File: config.mk
export PLATFORM = sky130hd
export DESIGN_NAME = adder_64b_seq_ctrl
export DESIGN_NICKNAME = d
export VERILOG_FILES = /design/src/rtl/adder_64b_seq_ctrl.sv
export SDC_FILE = /design/constraint.sdc
export NUM_CORES = 1
export LEC_CHECK = 0
export CORE_ASPECT_RATIO = 0.8
export CORE_UTILIZATION = 25
export CTS_CLUSTER_SIZE = 24
export DETAILED_ROUTE_END_ITERATION = 7
export REMOVE_ABC_BUFFERS = 1
export SKIP_CTS_REPAIR_TIMING = 1
export SYNTH_ARGS = -nofsm -noshare
export SYNTH_HDL_FRONTEND = slang
export SYNTH_SLANG_ARGS = --single-unit
File: constraint.sdc
create_clock -name clk -period 2 [get_ports clk]
set_input_delay 0.3 -clock clk [delete_from_list [all_inputs] [get_ports clk]]
set_output_delay 0.3 -clock clk [all_outputs]
set_load 0.01 [all_outputs]
File: src/rtl/adder_64b_seq_ctrl.sv
`default_nettype none
// ============================================================================
// Module      : adder_64b_seq_ctrl
// Description : Two-pass sequencer that builds a 2*HALF_W-bit add out of one
//               external HALF_W-bit adder slice. The low half is added first,
//               its carry is held in a register, and the high half is added
//               on the next cycle using that carry.
//
// Ports       : clk, rst          - clock, synchronous active-high reset
//               in_valid/in_ready - operand handshake (in_a, in_b, in_cin)
//               add_a/add_b/add_cin -> external slice inputs
//               add_sum/add_cout  <- external slice outputs (same cycle)
//               out_valid/out_ready - result handshake (out_sum, out_cout)
//               busy              - high whenever the FSM is not idle
//               op_count          - wrapping count of handshaken results
//               out_ovf           - signed overflow (ADDER_SEQ_OVF_EN only)
//
// Options     : define ADDER_SEQ_OVF_EN to add the out_ovf port and logic.
//
// Revision    : 1.0 - initial release
// ============================================================================
module adder_64b_seq_ctrl #(
    parameter int HALF_W = 32,
    parameter int CNT_W  = 16
) (
    input  logic                  clk,
    input  logic                  rst,
    input  logic                  in_valid,
    output logic                  in_ready,
    input  logic [2*HALF_W-1:0]   in_a,
    input  logic [2*HALF_W-1:0]   in_b,
    input  logic                  in_cin,
    output logic [HALF_W-1:0]     add_a,
    output logic [HALF_W-1:0]     add_b,
    output logic                  add_cin,
    input  logic [HALF_W-1:0]     add_sum,
    input  logic                  add_cout,
    output logic                  out_valid,
    input  logic                  out_ready,
    output logic [2*HALF_W-1:0]   out_sum,
    output logic                  out_cout,
    output logic                  busy,
`ifdef ADDER_SEQ_OVF_EN
    output logic                  out_ovf,
`endif
    output logic [CNT_W-1:0]      op_count
);

    typedef enum logic [1:0] {
        S_IDLE = 2'd0,
        S_LOW  = 2'd1,
        S_HIGH = 2'd2,
        S_DONE = 2'd3
    } state_t;

    state_t r_state;
    state_t w_state_nxt;

    logic [2*HALF_W-1:0] r_a;
    logic [2*HALF_W-1:0] r_b;
    logic                r_cin;
    logic [HALF_W-1:0]   r_sum_lo;
    logic                r_c_mid;

    // ------------------------------------------------------------------
    // State register
    // ------------------------------------------------------------------
    always_ff @(posedge clk) begin
        if (rst) begin
            r_state <= S_IDLE;
        end else begin
            r_state <= w_state_nxt;
        end
    end

    // ------------------------------------------------------------------
    // Next-state and slice/handshake outputs
    // ------------------------------------------------------------------
    always_comb begin
        w_state_nxt = r_state;
        in_ready    = 1'b0;
        busy        = 1'b1;
        add_a       = '0;
        add_b       = '0;
        add_cin     = 1'b0;
        case (r_state)
            S_IDLE: begin
                in_ready = 1'b1;
                busy     = 1'b0;
                if (in_valid) begin
                    w_state_nxt = S_LOW;
                end
            end
            S_LOW: begin
                add_a       = r_a[HALF_W-1:0];
                add_b       = r_b[HALF_W-1:0];
                add_cin     = r_cin;
                w_state_nxt = S_HIGH;
            end
            S_HIGH: begin
                add_a       = r_a[2*HALF_W-1:HALF_W];
                add_b       = r_b[2*HALF_W-1:HALF_W];
                add_cin     = r_c_mid;
                w_state_nxt = S_DONE;
            end
            S_DONE: begin
                if (out_ready) begin
                    w_state_nxt = S_IDLE;
                end
            end
            default: begin
                w_state_nxt = S_IDLE;
            end
        endcase
    end

    // ------------------------------------------------------------------
    // Datapath: operand latch, partial sum, result and counter
    // ------------------------------------------------------------------
    always_ff @(posedge clk) begin
        if (rst) begin
            r_a       <= '0;
            r_b       <= '0;
            r_cin     <= 1'b0;
            r_sum_lo  <= '0;
            r_c_mid   <= 1'b0;
            out_sum   <= '0;
            out_cout  <= 1'b0;
            out_valid <= 1'b0;
            op_count  <= '0;
`ifdef ADDER_SEQ_OVF_EN
            out_ovf   <= 1'b0;
`endif
        end else begin
            case (r_state)
                S_IDLE: begin
                    if (in_valid) begin
                        r_a   <= in_a;
                        r_b   <= in_b;
                        r_cin <= in_cin;
                    end
                end
                S_LOW: begin
                    r_sum_lo <= add_sum;
                    r_c_mid  <= add_cout;
                end
                S_HIGH: begin
                    out_sum   <= {add_sum, r_sum_lo};
                    out_cout  <= add_cout;
                    out_valid <= 1'b1;
`ifdef ADDER_SEQ_OVF_EN
                    // Overflow: like-signed operands producing an unlike-signed sum.
                    out_ovf   <= (r_a[2*HALF_W-1] == r_b[2*HALF_W-1]) &&
                                 (add_sum[HALF_W-1] != r_a[2*HALF_W-1]);
`endif
                end
                S_DONE: begin
                    if (out_ready) begin
                        out_valid <= 1'b0;
                        op_count  <= op_count + CNT_W'(1);
                    end
                end
                default: begin
                end
            endcase
        end
    end

endmodule
`default_nettype wire

-- Word-level counts from Yosys, hierarchy flattened
Index checks and enable logic that the tools add are counted.
- bits in registers: 246
- latch bits: 0
- memory bits (writable): 0
- memory bits (read-only): 0
- bits of input ports: 166
- output and inout port bits: 149
- memories kept: 0
- add/sub/neg operators: 1
- $mul: 0
- div/mod/pow operators: 0
- order comparisons: 0
- equality and inequality tests: 5
- shifts and indexed selects: 0
- muxes and demuxes: 10
- bitwise operators: 0
- reductions and logical operators: 6
- operator list (kind ; count):
    $pmux 32 s2 ; 2
    $add 16x1->16 const B ; 1
    $pmux 2 s4 ; 1
    $reduce_and 2->1 ; 4
    $eq 2x2->1 const B ; 2
    $mux 2 ; 2
    $ne 2x2->1 const B ; 2
    $pmux 1 s2 ; 2
    $mux 1 ; 3
    $eq 2x1->1 const B ; 1
    $logic_not 2->1 ; 1
    $reduce_bool 2->1 ; 1

-- Logic depth before layout (Yosys ltp)
Gate-level depths: netlist of the first run.
- depth in word-level cells: 3
- gate-level depth with buffers: 8
- depth with buffers taken out: 6

-- Worst setup path after synthesis of the first run
OpenSTA, ideal clock, no wires.
- kind: register -> register
- from: register r_state[0]
- to: register r_a[53]
- library setup time: 70 ps
- data arrival time: 1699 ps
- required time: 1930 ps
- path slack: 231 ps
- stages on the path, launching flop included: 9
- buffers on the path: 2
- cells stage by stage: dfxtp_1 inv_1 ha_1 inv_1 nor2_1 clkbuf_1 clkbuf_1 nand2_1 a21oi_1
- cells in the longest elaborated chain, start to end: 2
- RTL lines (what ; RTL line ; source):
    start, declared ; 56 ; state_t r_state;
    start signal, assigned ; 72 ; r_state <= w_state_nxt;
    $logic_not 2->1 ; 135 ; case (r_state)
    $reduce_and 2->1 (no line) ; n/a ;
    end signal, assigned ; 138 ; r_a <= in_a;
    end, declared ; 59 ; logic [2*HALF_W-1:0] r_a;
Every way passes these cells.
A chain may end at the register's enable or synchronous reset.

-- Worst setup path in the final report of the first run
- from: register r_state[1]
- to: output port add_b[11]
- cells in the longest elaborated chain, start to end: 2
- elaborated cells between the ends (all ways): 3
- RTL lines (what ; RTL line ; source):
    $eq 2x2->1 or $eq 2x1->1 (tied branches) ; 86 ; case (r_state)
    $pmux 32 s2 (*) ; 86 ;
    end, declared ; 34 ; output logic [HALF_W-1:0] add_b,
Mark *: on every way between the ends. The rest lies on a longest branch, timed or not.

==> results.py, run 1 <==
metrics = {
    "status": {
        "status": "finished with violations",
        "violations": "setup timing",
    },
    "synth": {
        "synth_top_family_by_area": "simple AND/OR/NAND/NOR gates",
        "ys_async_sr_fraction_pct": 0,
        "synth_flop_cell": "dfxtp_1",
        "synth_top_area_cell": "dfxtp_1",
        "synth_edf_count": 0,
        "synth_fa_ha_area_share_pct": 0.777,
        "synth-compound-area-share_pct": 12.5,
        "yosys.area.top_type_share_pct": 51.0,
        "synthSimpleGateAreaFrac_pct": 21.0,
        "synth_xor_area_share_pct": 0.816,
        "yosys_warnings": 0,
        "syn_area_um2": 9660,
        "yosys-top-cells-area": "dfxtp_1 51%, nand2_1 10%, mux2i_1 10%",
        "synth.area.mux_share_pct": 10.3,
        "synth-seq-cells": 246,
        "avgSynthCellArea_um2": 8.51,
        "synth.distinct_cells": 31,
        "seq_area_frac_synth_pct": 51.0,
        "synth_cells": 1135,
    },
    "global_route": {
        "grt_usage_pct": 14.8,
        "grt_pass1_wl_um": 46800,
        "grt_max_degree": 75,
        "antenna_found_initial": 1,
        "grt_overflow_total": 0,
        "grt_pass1_vias": 8619,
    },
    "layout": {
        "syn_to_final_growth_pct": 57.5,
        "finalInstanceArea_um2": 15200,
        "seq_area_um2": 4930,
        "final_cells": 1991,
        "nNetsFinal": 1648,
        "diodes": 0,
        "layout-drive-gt1-share_pct": 17.4,
        "multiInputGateArea_um2": 4750,
        "fill_cells": 3817,
    },
    "die": {
        "floorplan.rows": 64,
        "dieArea_um2": 39400,
        "pin_count": 315,
        "core_area_um2": 38200,
        "die_w_um": 222,
        "initial_utilization_pct": 25.3,
        "fp.dieH_um": 178,
    },
    "sta": {
        "worst_slack_ns": -0.323,
        "relSlewSlack_pct": 65.7,
        "fin_crit_ns": 2.32,
        "finalMaxSlewViolations": 0,
        "report.final.hold_viol_count": 0,
        "skew_ns": 0.0177,
        "timing.final.crit_share_pct": 116,
        "final.setup.tns_ns": -14.90,
        "rsz0062_at_grt": "yes",
        "worst_pin_slew_ns": 0.514,
        "setup_viol": 65,
        "fmax_ghz": 0.430,
    },
    "pwr": {
        "vdd_drop_max_mv": 0.566,
        "power.total_uw": 19000,
        "p_per_area_nw_per_um2": 1250,
        "power.leakage_uw": 0.00576,
    },
    "placed_design": {
        "port_buffers": 314,
        "hpwl_um": 21400,
        "place_inst": 1919,
        "gp_congestion": 0.769,
        "place_area_um2": 13800,
    },
    "worst_setup_path": {
        "cp-start-kind": "flop",
        "timing.rr.end": "r_sum_lo[25]$_SDFFE_PP0N_",
        "worst_setup_path_end_kind": "output pin",
        "r2r_slack_ns": 0.13,
        "r2r.worst_path.cells": 10,
        "r2r-start": "r_state[1]$_SDFFE_PP0P_",
        "worstPathMaxFanout": 6,
        "crit_type": "reg -> out",
        "required_ns": 1.70,
        "cp.arrival_ns": 2.02,
    },
    "detailed_routing": {
        "routed_wl_um": 31800,
        "dr.pass1.iters": 6,
        "post_drt_wl_per_cell_um": 16.0,
        "num_vias": 8883,
        "drt-vias-per-instance": 4.46,
        "drtIter0Drc": 422,
        "drc": 0,
        "antenna_left": 0,
    },
    "hold_path": {
        "worst_hold_path_type": "in -> reg",
        "hold-path-endpoint": "r_a[7]$_SDFFE_PP0P_",
        "min_from": "rst",
        "hold_depth": 2,
    },
    "clock_network": {
        "htree_levels": 1,
        "cts_tree": "built",
        "cts.sinks": 246,
        "cts_buffers": 27,
        "clk_transition_reported_paths_ns": 0.06,
        "clockRootBuffer": "clkbuf_16",
        "cts_buffer_depth": 3,
        "clk_latency_ns": 0.55,
    },
    "run": {
        "cap_viol_max_count": 0,
    },
}
==> per-layer routing <==
metal	global-route usage [%]	vias to the layer above	share of wire, %
met5	0	-	0.041
met4	2.92	2	2.0
met3	4.64	42	6.6
met2	23.8	226	46
met1	19.5	4147	46
li1	-	4466	-
==> layout make-up <==
class                      count  area share [%]
clock buffer                  39            5.20
clock inverter                10           0.576
inverter                       5           0.140
multi-input combinational    795            31.2
sequential                   246            32.4
tap                          495            4.07
timing repair buffer         401            26.4
==> synthesized netlist by cell type, drive strengths merged (6+ instances only) <==
cell and number:
nand2 269, nor2 111, mux2i 99, a22oi 65
or3 6, nor2b 67, xor2 6, ha 6
clkbuf 80, a21oi 138, buf 9, dfxtp 246
==> through the flow <==
step	setup slack, ns	util [%]	hold slack [ns]
final	-0.323	39.8	0.120
after global placement	-0.201	36.1	0.441
after CTS	-0.856	38.4	0.0774
after global routing	-0.407	39.8	0.107
after floorplan	-3.09	-	0.369
after detailed placement	-0.236	36.1	0.446
==> sequential cells by signal, summed over array words and instances (netlist names) <==
signal,flops
r_sum_lo,32
out_sum,64
r_c_mid,1
r_a,64
op_count,16
r_b,64
out_valid,1
r_state,2
out_cout,1
r_cin,1
==> worst max-delay path, stage by stage (launching register included) <==
cell	delay (ns)
dfxtp_4	0.36
inv_4	0.04
buf_6	0.11
ha_4	0.16
buf_12	0.14
buf_8	0.13
buf_6	0.10
a22oi_2	0.24
nor2b_1	0.07
buf_2	0.14
==> layout by cell type, fill, tap and decap left out, drive strengths merged <==
master / synthesis / final
xnor2: 3 / 3
and4: 2 / 2
nand3: 4 / 4
clkinv: 0 / 6
clkdlybuf4s50: 0 / 246
nand2: 269 / 269
o31ai: 1 / 1
nor2b: 67 / 67
clkbuf: 80 / 82
or4: 1 / 1
o21ai: 4 / 4
or3: 6 / 6
bufinv: 0 / 1
a21oi: 138 / 138
dfxtp: 246 / 246
mux2i: 99 / 99
ha: 6 / 6
xor2: 6 / 6
nand4: 5 / 5
clkinvlp: 0 / 1
a22oi: 65 / 65
or2: 1 / 1
nor3: 4 / 4
nor4: 1 / 1
nor2: 111 / 111
and3: 2 / 2
buf: 9 / 95
inv: 5 / 7
dlymetal6s2s: 0 / 17
==> power breakdown <==
part | internal (µW) | switching [µW] | total [µW]
sequential | 5810 | 539 | 6350
combinational | 3870 | 3850 | 7730
clock | 2870 | 2040 | 4910
total | 12600 | 6430 | 19000
==> kinds of logic after synthesis <==
logic type / after synthesis
buffers and inverters: 94
multiplexers: 99
XOR/XNOR: 9
flip-flops: 246
AND/OR/NAND/NOR: 473
adder cells (fa/ha/maj): 6
AO/OA/AOI/OAI: 208
==> worst max path at each step <==
stage                            start                  end  slack, ns  depth (start not counted)
2_1_floorplan  r_state[0]$_SDFFE_PP0P_  r_a[0]$_SDFFE_PP0P_      -3.09                          6
3_3_place_gp   r_state[0]$_SDFFE_PP0P_            add_a[31]      -0.20                          6
3_5_place_dp   r_state[0]$_SDFFE_PP0P_            add_a[31]      -0.24                          6
4_1_cts        r_state[0]$_SDFFE_PP0P_            add_a[31]      -0.86                          6
5_1_grt        r_state[1]$_SDFFE_PP0P_            add_b[11]      -0.41                          9
6_report       r_state[1]$_SDFFE_PP0P_            add_b[11]      -0.32                          9
(Power assumes the default switching activity.)
==> run 2: changes to the inputs <==
--- a/config.mk
+++ b/config.mk
@@ -11,2 +11,3 @@
 export DETAILED_ROUTE_END_ITERATION = 7
+export GPL_ROUTABILITY_DRIVEN = 0
 export REMOVE_ABC_BUFFERS = 1
==> constraint.sdc (replaced) <==
create_clock -name clk -period 2 [get_ports clk]
set_input_delay 0.2 -clock clk [delete_from_list [all_inputs] [get_ports clk]]
set_output_delay 0.2 -clock clk [all_outputs]
set_load 0.01 [all_outputs]
==> run 2 against run 1 <==
Design area decreased by 3.2%. Critical path depth decreased by 2. Die area unchanged. The flow still finishes with violations (setup timing). Clock power increased by 5.1%. Power decreased by 1.8%. Sequential power decreased by 0.9%. Final cell count decreased by 1.2%. Global-route usage decreased by 0.24 points. Largest cell class unchanged. Worst setup slack got worse by 0.097 ns.
==> results.py, run 2 (synthesis gave the netlist of run 1 again) <==
metrics = {
    "status": {
        "status": "finished with violations",
        "violations": "setup timing",
    },
    "detailed_routing": {
        "routed_wl_um": 30900,
        "drc": 0,
        "antenna_left": 0,
        "drtIter0Drc": 563,
        "dr.pass1.iters": 4,
        "post_drt_wl_per_cell_um": 15.7,
        "num_vias": 8870,
        "drt-vias-per-instance": 4.51,
    },
    "clock_network": {
        "cts_tree": "built",
        "clockRootBuffer": "clkbuf_16",
        "cts_buffer_depth": 3,
        "clk_latency_ns": 0.54,
        "htree_levels": 1,
        "clk_transition_reported_paths_ns": 0.06,
        "cts_buffers": 27,
        "cts.sinks": 246,
    },
    "worst_setup_path": {
        "crit_type": "reg -> out",
        "cp.arrival_ns": 2.22,
        "worstPathMaxFanout": 35,
        "required_ns": 1.80,
        "worst_setup_path_end_kind": "output pin",
        "cp-start-kind": "flop",
        "r2r_slack_ns": -0.05,
    },
    "layout": {
        "multiInputGateArea_um2": 4570,
        "seq_area_um2": 4930,
        "syn_to_final_growth_pct": 52.5,
        "layout-drive-gt1-share_pct": 14.1,
        "final_common_cell": "nand2_1",
        "fill_cells": 3873,
        "nNetsFinal": 1625,
        "finalInstanceArea_um2": 14700,
        "layout_common_cells": "268 x nand2_1, 247 x clkdlybuf4s50_1, 244 x dfxtp_1, 138 x a21oi_1, 110 x nor2_1",
        "reg.largest.list": "out_sum (64), r_a (64), r_b (64)",
    },
    "placed_design": {
        "dp_slack_ns": -0.0274,
        "place_area_um2": 13600,
        "port_buffers": 314,
        "hpwl_um": 20400,
    },
    "sta": {
        "rsz0062_at_grt": "yes",
        "skew_ns": 0.00687,
        "fmax_ghz": 0.413,
        "worst_pin_slew_ns": 0.526,
        "setup_viol": 89,
        "report.final.hold_viol_count": 0,
        "relSlewSlack_pct": 65.0,
        "timing.final.crit_share_pct": 121,
        "fin_crit_ns": 2.42,
        "finalMaxSlewViolations": 0,
        "worst_slack_ns": -0.421,
    },
    "global_route": {
        "antenna_found_initial": 1,
        "grt_overflow_total": 0,
        "grt_pass1_vias": 8328,
        "grt_usage_pct": 14.6,
        "grt_max_degree": 72,
        "grt_pass1_wl_um": 46000,
    },
    "pwr": {
        "power.leakage_uw": 0.00557,
        "p_per_area_nw_per_um2": 1270,
        "power.switching_uw": 6190,
        "vdd_drop_max_mv": 0.705,
        "pwr-share-seq_pct": 33.7,
        "swShare_pct": 33.2,
        "cell_internal_pwr_uw": 12500,
        "combPwrFrac_pct": 38.6,
        "power_frac_clock_pct": 27.7,
    },
    "die": {
        "pin_count": 315,
        "die_w_um": 222,
        "dieArea_um2": 39400,
        "core_area_um2": 38200,
        "fp.dieH_um": 178,
        "initial_utilization_pct": 25.3,
        "floorplan.rows": 64,
    },
    "hold_path": {
        "worst_hold_path_type": "in -> reg",
    },
    "run": {
        "cap_viol_max_count": 0,
    },
}
run 2: power by group through the flow:
stage	sequential, µW	combinational, µW	clock, µW
6_report	6290	7190	5160
4_1_cts	6250	6370	5360
3_5_place_dp	6350	6350	0
5_1_grt	6390	7820	5550
2_1_floorplan	6200	3360	0
3_3_place_gp	6320	6280	0
run 2: routing by layer:
metal / share of wire [%] / up-vias / wire (µm) / global-route usage (%)
met3: 6.4 / 45 / 1990 / 4.42
met5: 0.042 / - / 13 / 0
li1: - / 4412 / - / -
met4: 2.3 / 2 / 715 / 3.91
met1: 46 / 4185 / 14100 / 19.1
met2: 45 / 226 / 14000 / 23.2
run 2: critical path, cell delays in order, from the launching register on:
cell	delay, ns
dfxtp_2	0.33
inv_2	0.08
buf_6	0.10
ha_4	0.16
buf_12	0.21
a22oi_1	0.12
nor2b_1	0.11
clkdlybuf4s50_1	0.54
run 2: path summary, 6_finish.rpt:
check	start	to	cells past startpoint
worst min register to register	r_a[27]$_SDFFE_PP0P_	r_a[27]$_SDFFE_PP0P_	2
worst min-delay path	rst	op_count[7]$_SDFFE_PP0P_	2
worst max register to register	r_state[1]$_SDFFE_PP0P_	r_sum_lo[28]$_SDFFE_PP0N_	9
worst max-delay path	r_state[1]$_SDFFE_PP0P_	add_a[23]	7
run 2: per-stage QoR:
stage	TNS [ns]	cells	hold WS [ns]	utilization (%)	total power (µW)
floorplan	-603.34	1046	0.269	-	9560
global placement	-0.0376	1899	0.442	35.6	12600
detailed placement	-0.0274	1899	0.447	35.6	12700
CTS	-35.29	1947	-0.00117	38.1	18000
global route	-16.59	1967	0.0165	38.6	19800
finish	-6.68	1968	0.0330	38.6	18600
run 2: cell type report:
| class | count | area share [%] |
|---|---|---|
| diodes | 1 | 0.0170 |
| clock buffers | 40 | 5.66 |
| clock inverters | 8 | 0.645 |
| inverters | 5 | 0.127 |
| multi-input cells | 795 | 31.0 |
| flip-flops and latches | 246 | 33.4 |
| well taps | 495 | 4.20 |
| repair buffers | 378 | 24.9 |
==> run 3: changes to the inputs <==
- ABC_AREA: unset -> 1
==> run 3 against run 2 <==
The run still ends with setup timing left. Area after synthesis decreased by 0.36%. Die area is 0.36% lower. Power increased by 15%. First-iteration DRC count grew 1.6%. Combinational power increased by 27%. Fmax increased by 12%. Worst hold slack better by 0.24 ns. Critical path depth is the same. Sequential share of layout area shrank 0.20 points. Synthesized cell count grew 18%. Largest power group unchanged. Highest routed layer unchanged.
==> results.py, run 3 <==
metrics = {
    "global_route": {
        "busiest_layer": "met2",
        "grt_pass1_vias": 9317,
        "antenna_found_initial": 6,
        "grt_pass1_wl_um": 51000,
        "grt_overflow_total": 0,
        "use_met2_pct": 25.7,
        "met3_usage_pct": 5.40,
        "grt_max_degree": 80,
        "grt_usage_pct": 16.1,
        "met1_usage_pct": 21.1,
    },
    "die": {
        "floorplan.rows": 63,
        "fp.dieH_um": 178,
        "initial_utilization_pct": 25.7,
        "die_w_um": 221,
        "pin_count": 315,
        "core_area_um2": 37500,
        "dieArea_um2": 39300,
    },
    "pwr": {
        "power.leakage_uw": 0.00599,
        "swShare_pct": 36.6,
        "vdd_drop_max_mv": 0.854,
        "cell_internal_pwr_uw": 13600,
        "combPwrFrac_pct": 42.4,
        "power.switching_uw": 7890,
        "power.total_uw": 21500,
        "pwr-share-seq_pct": 34.2,
        "power_frac_clock_pct": 23.4,
        "p_per_area_nw_per_um2": 1450,
    },
    "placed_design": {
        "port_buffers": 314,
        "hpwl_um": 22800,
    },
    "worst_setup_path": {
        "crit_slowest_cell": "dfxtp_4",
        "crit_type": "reg -> out",
        "required_ns": 1.80,
        "worstPathMaxFanout": 11,
        "path_cells": "inv_4 -> buf_4 -> ha_4 -> inv_8 -> clkbuf_16 -> a21oi_1 -> buf_2",
        "startpoint": "r_state[1]$_SDFFE_PP0P_",
        "cp-start-kind": "flop",
        "r2r-start": "r_state[0]$_SDFFE_PP0P_",
        "cp.arrival_ns": 1.97,
        "worst_setup_path_end_kind": "output pin",
        "cpPeakStageDelay_ns": 0.38,
    },
    "clock_network": {
        "cts.sinks": 246,
        "htree_levels": 1,
        "cts_buffer_depth": 3,
        "clockRootBuffer": "clkbuf_16",
        "clk_transition_reported_paths_ns": 0.07,
        "cts_buffers": 26,
        "clk_latency_ns": 0.54,
        "cts_tree": "built",
    },
    "synth": {
        "synth_edf_count": 0,
        "synth.most_common_cell": "nor2_1",
        "ys_async_sr_fraction_pct": 0,
        "seq_area_frac_synth_pct": 51.2,
        "synth_top_area_cell": "dfxtp_1",
        "yosys-top-cells-area": "dfxtp_1 51%, nor2_1 19%, o21ai_0 12%",
        "synth_cells": 1344,
        "synth-seq-cells": 246,
        "yosys_warnings": 0,
        "yosys.area.top_type_share_pct": 51.2,
        "avgSynthCellArea_um2": 7.16,
        "synth_commonest_cells": "476 x nor2_1, 246 x dfxtp_1, 234 x o21ai_0",
        "synth.distinct_cells": 24,
        "syn_area_um2": 9630,
        "synth_flop_cell": "dfxtp_1",
    },
    "layout": {
        "fill_cells": 3880,
        "syn_to_final_growth_pct": 54.1,
        "reg.largest.list": "out_sum (64), r_a (64), r_b (64)",
        "nNetsFinal": 1823,
        "final_common_cell": "nor2_1",
        "layout-drive-gt1-share_pct": 14.8,
        "layout_common_cells": "476 x nor2_1, 247 x clkdlybuf4s50_1, 244 x dfxtp_1, 234 x o21ai_0, 141 x nand2_1",
    },
    "sta": {
        "setup_viol": 65,
        "worst_pin_slew_ns": 0.495,
        "final.setup.tns_ns": -6.14,
        "hold_slack_ns": 0.278,
        "fin_crit_ns": 2.17,
        "report.final.hold_viol_count": 0,
        "relSlewSlack_pct": 67.0,
        "finalMaxSlewViolations": 0,
        "worst_slack_ns": -0.166,
        "skew_ns": 0.0152,
        "rsz0062_at_grt": "yes",
        "fmax_ghz": 0.462,
        "timing.final.crit_share_pct": 108,
    },
    "detailed_routing": {
        "routed_wl_um": 35500,
        "drtIter0Drc": 572,
        "drt-vias-per-instance": 4.64,
        "antenna_left": 0,
        "drc": 0,
        "post_drt_wl_per_cell_um": 16.5,
        "num_vias": 10014,
        "dr.pass1.iters": 7,
    },
    "run": {
        "cap_viol_max_count": 0,
    },
    "hold_path": {
        "worst_hold_path_type": "in -> reg",
        "min_from": "in_a[27]",
    },
    "status": {
        "status": "finished with violations",
        "violations": "setup timing",
    },
}
[run 3: layer usage]
| metal | vias up | routed length, µm |
|---|---|---|
| met2 | 370 | 15600 |
| met3 | 62 | 3120 |
| met5 | - | 23 |
| met1 | 4664 | 15800 |
| met4 | 4 | 922 |
| li1 | 4914 | - |
[run 3: worst max-delay path, delay by kind of cell, from the launching register on]
kind / cells / cell delay, ns
AOI/OAI and AO/OA: 1 / 0.14
buffers and inverters: 5 / 0.61
adders and majority gates: 1 / 0.29
DFF: 1 / 0.38
[run 3: final timing paths]
check	slack (ns)	endpoint	depth (start not counted)
setup / recovery	-0.17	add_b[29]	7
hold / removal	0.28	r_a[27]$_SDFFE_PP0P_	3
setup reg to reg	0.20	out_sum[32]$_SDFFE_PP0N_	8
hold reg to reg	0.48	out_sum[21]$_SDFFE_PP0N_	2
[run 3: final cells by class]
class                           count  area [µm²]  share of cell area, %
Multi-Input combinational cell    975        4520                   30.5
Tap cell                          487         609                   4.11
Clock buffer                       38         737                   4.97
Antenna cell                        1        2.50                 0.0169
Inverter                           27         121                  0.818
Timing Repair Buffer              375        3770                   25.4
Sequential cell                   246        4930                   33.2
Clock inverter                      8         140                  0.945
[run 3: power by group through the flow]
stage	combinational, µW	clock [µW]	sequential (µW)
finish	9130	5040	7360
global route	9930	5400	7560
CTS	7510	5180	7300
detailed placement	7470	0	7400
global placement	7410	0	7330
floorplan	3340	0	7450
[run 3: logic make-up after synthesis]
logic type | count (synthesis) | synth area share, %
fa+ha+maj | 6 | 0.780
buf+inv | 123 | 5.67
flops | 246 | 51.2
compound gates | 314 | 16.4
simple gates | 655 | 26.0
[run 3: metrics by stage]
step                      setup WS (ns)  cells  area, µm²  util [%]
after floorplan                   -2.66   1248       9180         -
after global placement          0.00859   2088      13500      35.9
after detailed placement        -0.0155   2088      13500      35.9
after CTS                        -0.620   2134      14300      38.2
after global routing             -0.243   2157      14800      39.5
final                            -0.166   2157      14800      39.5
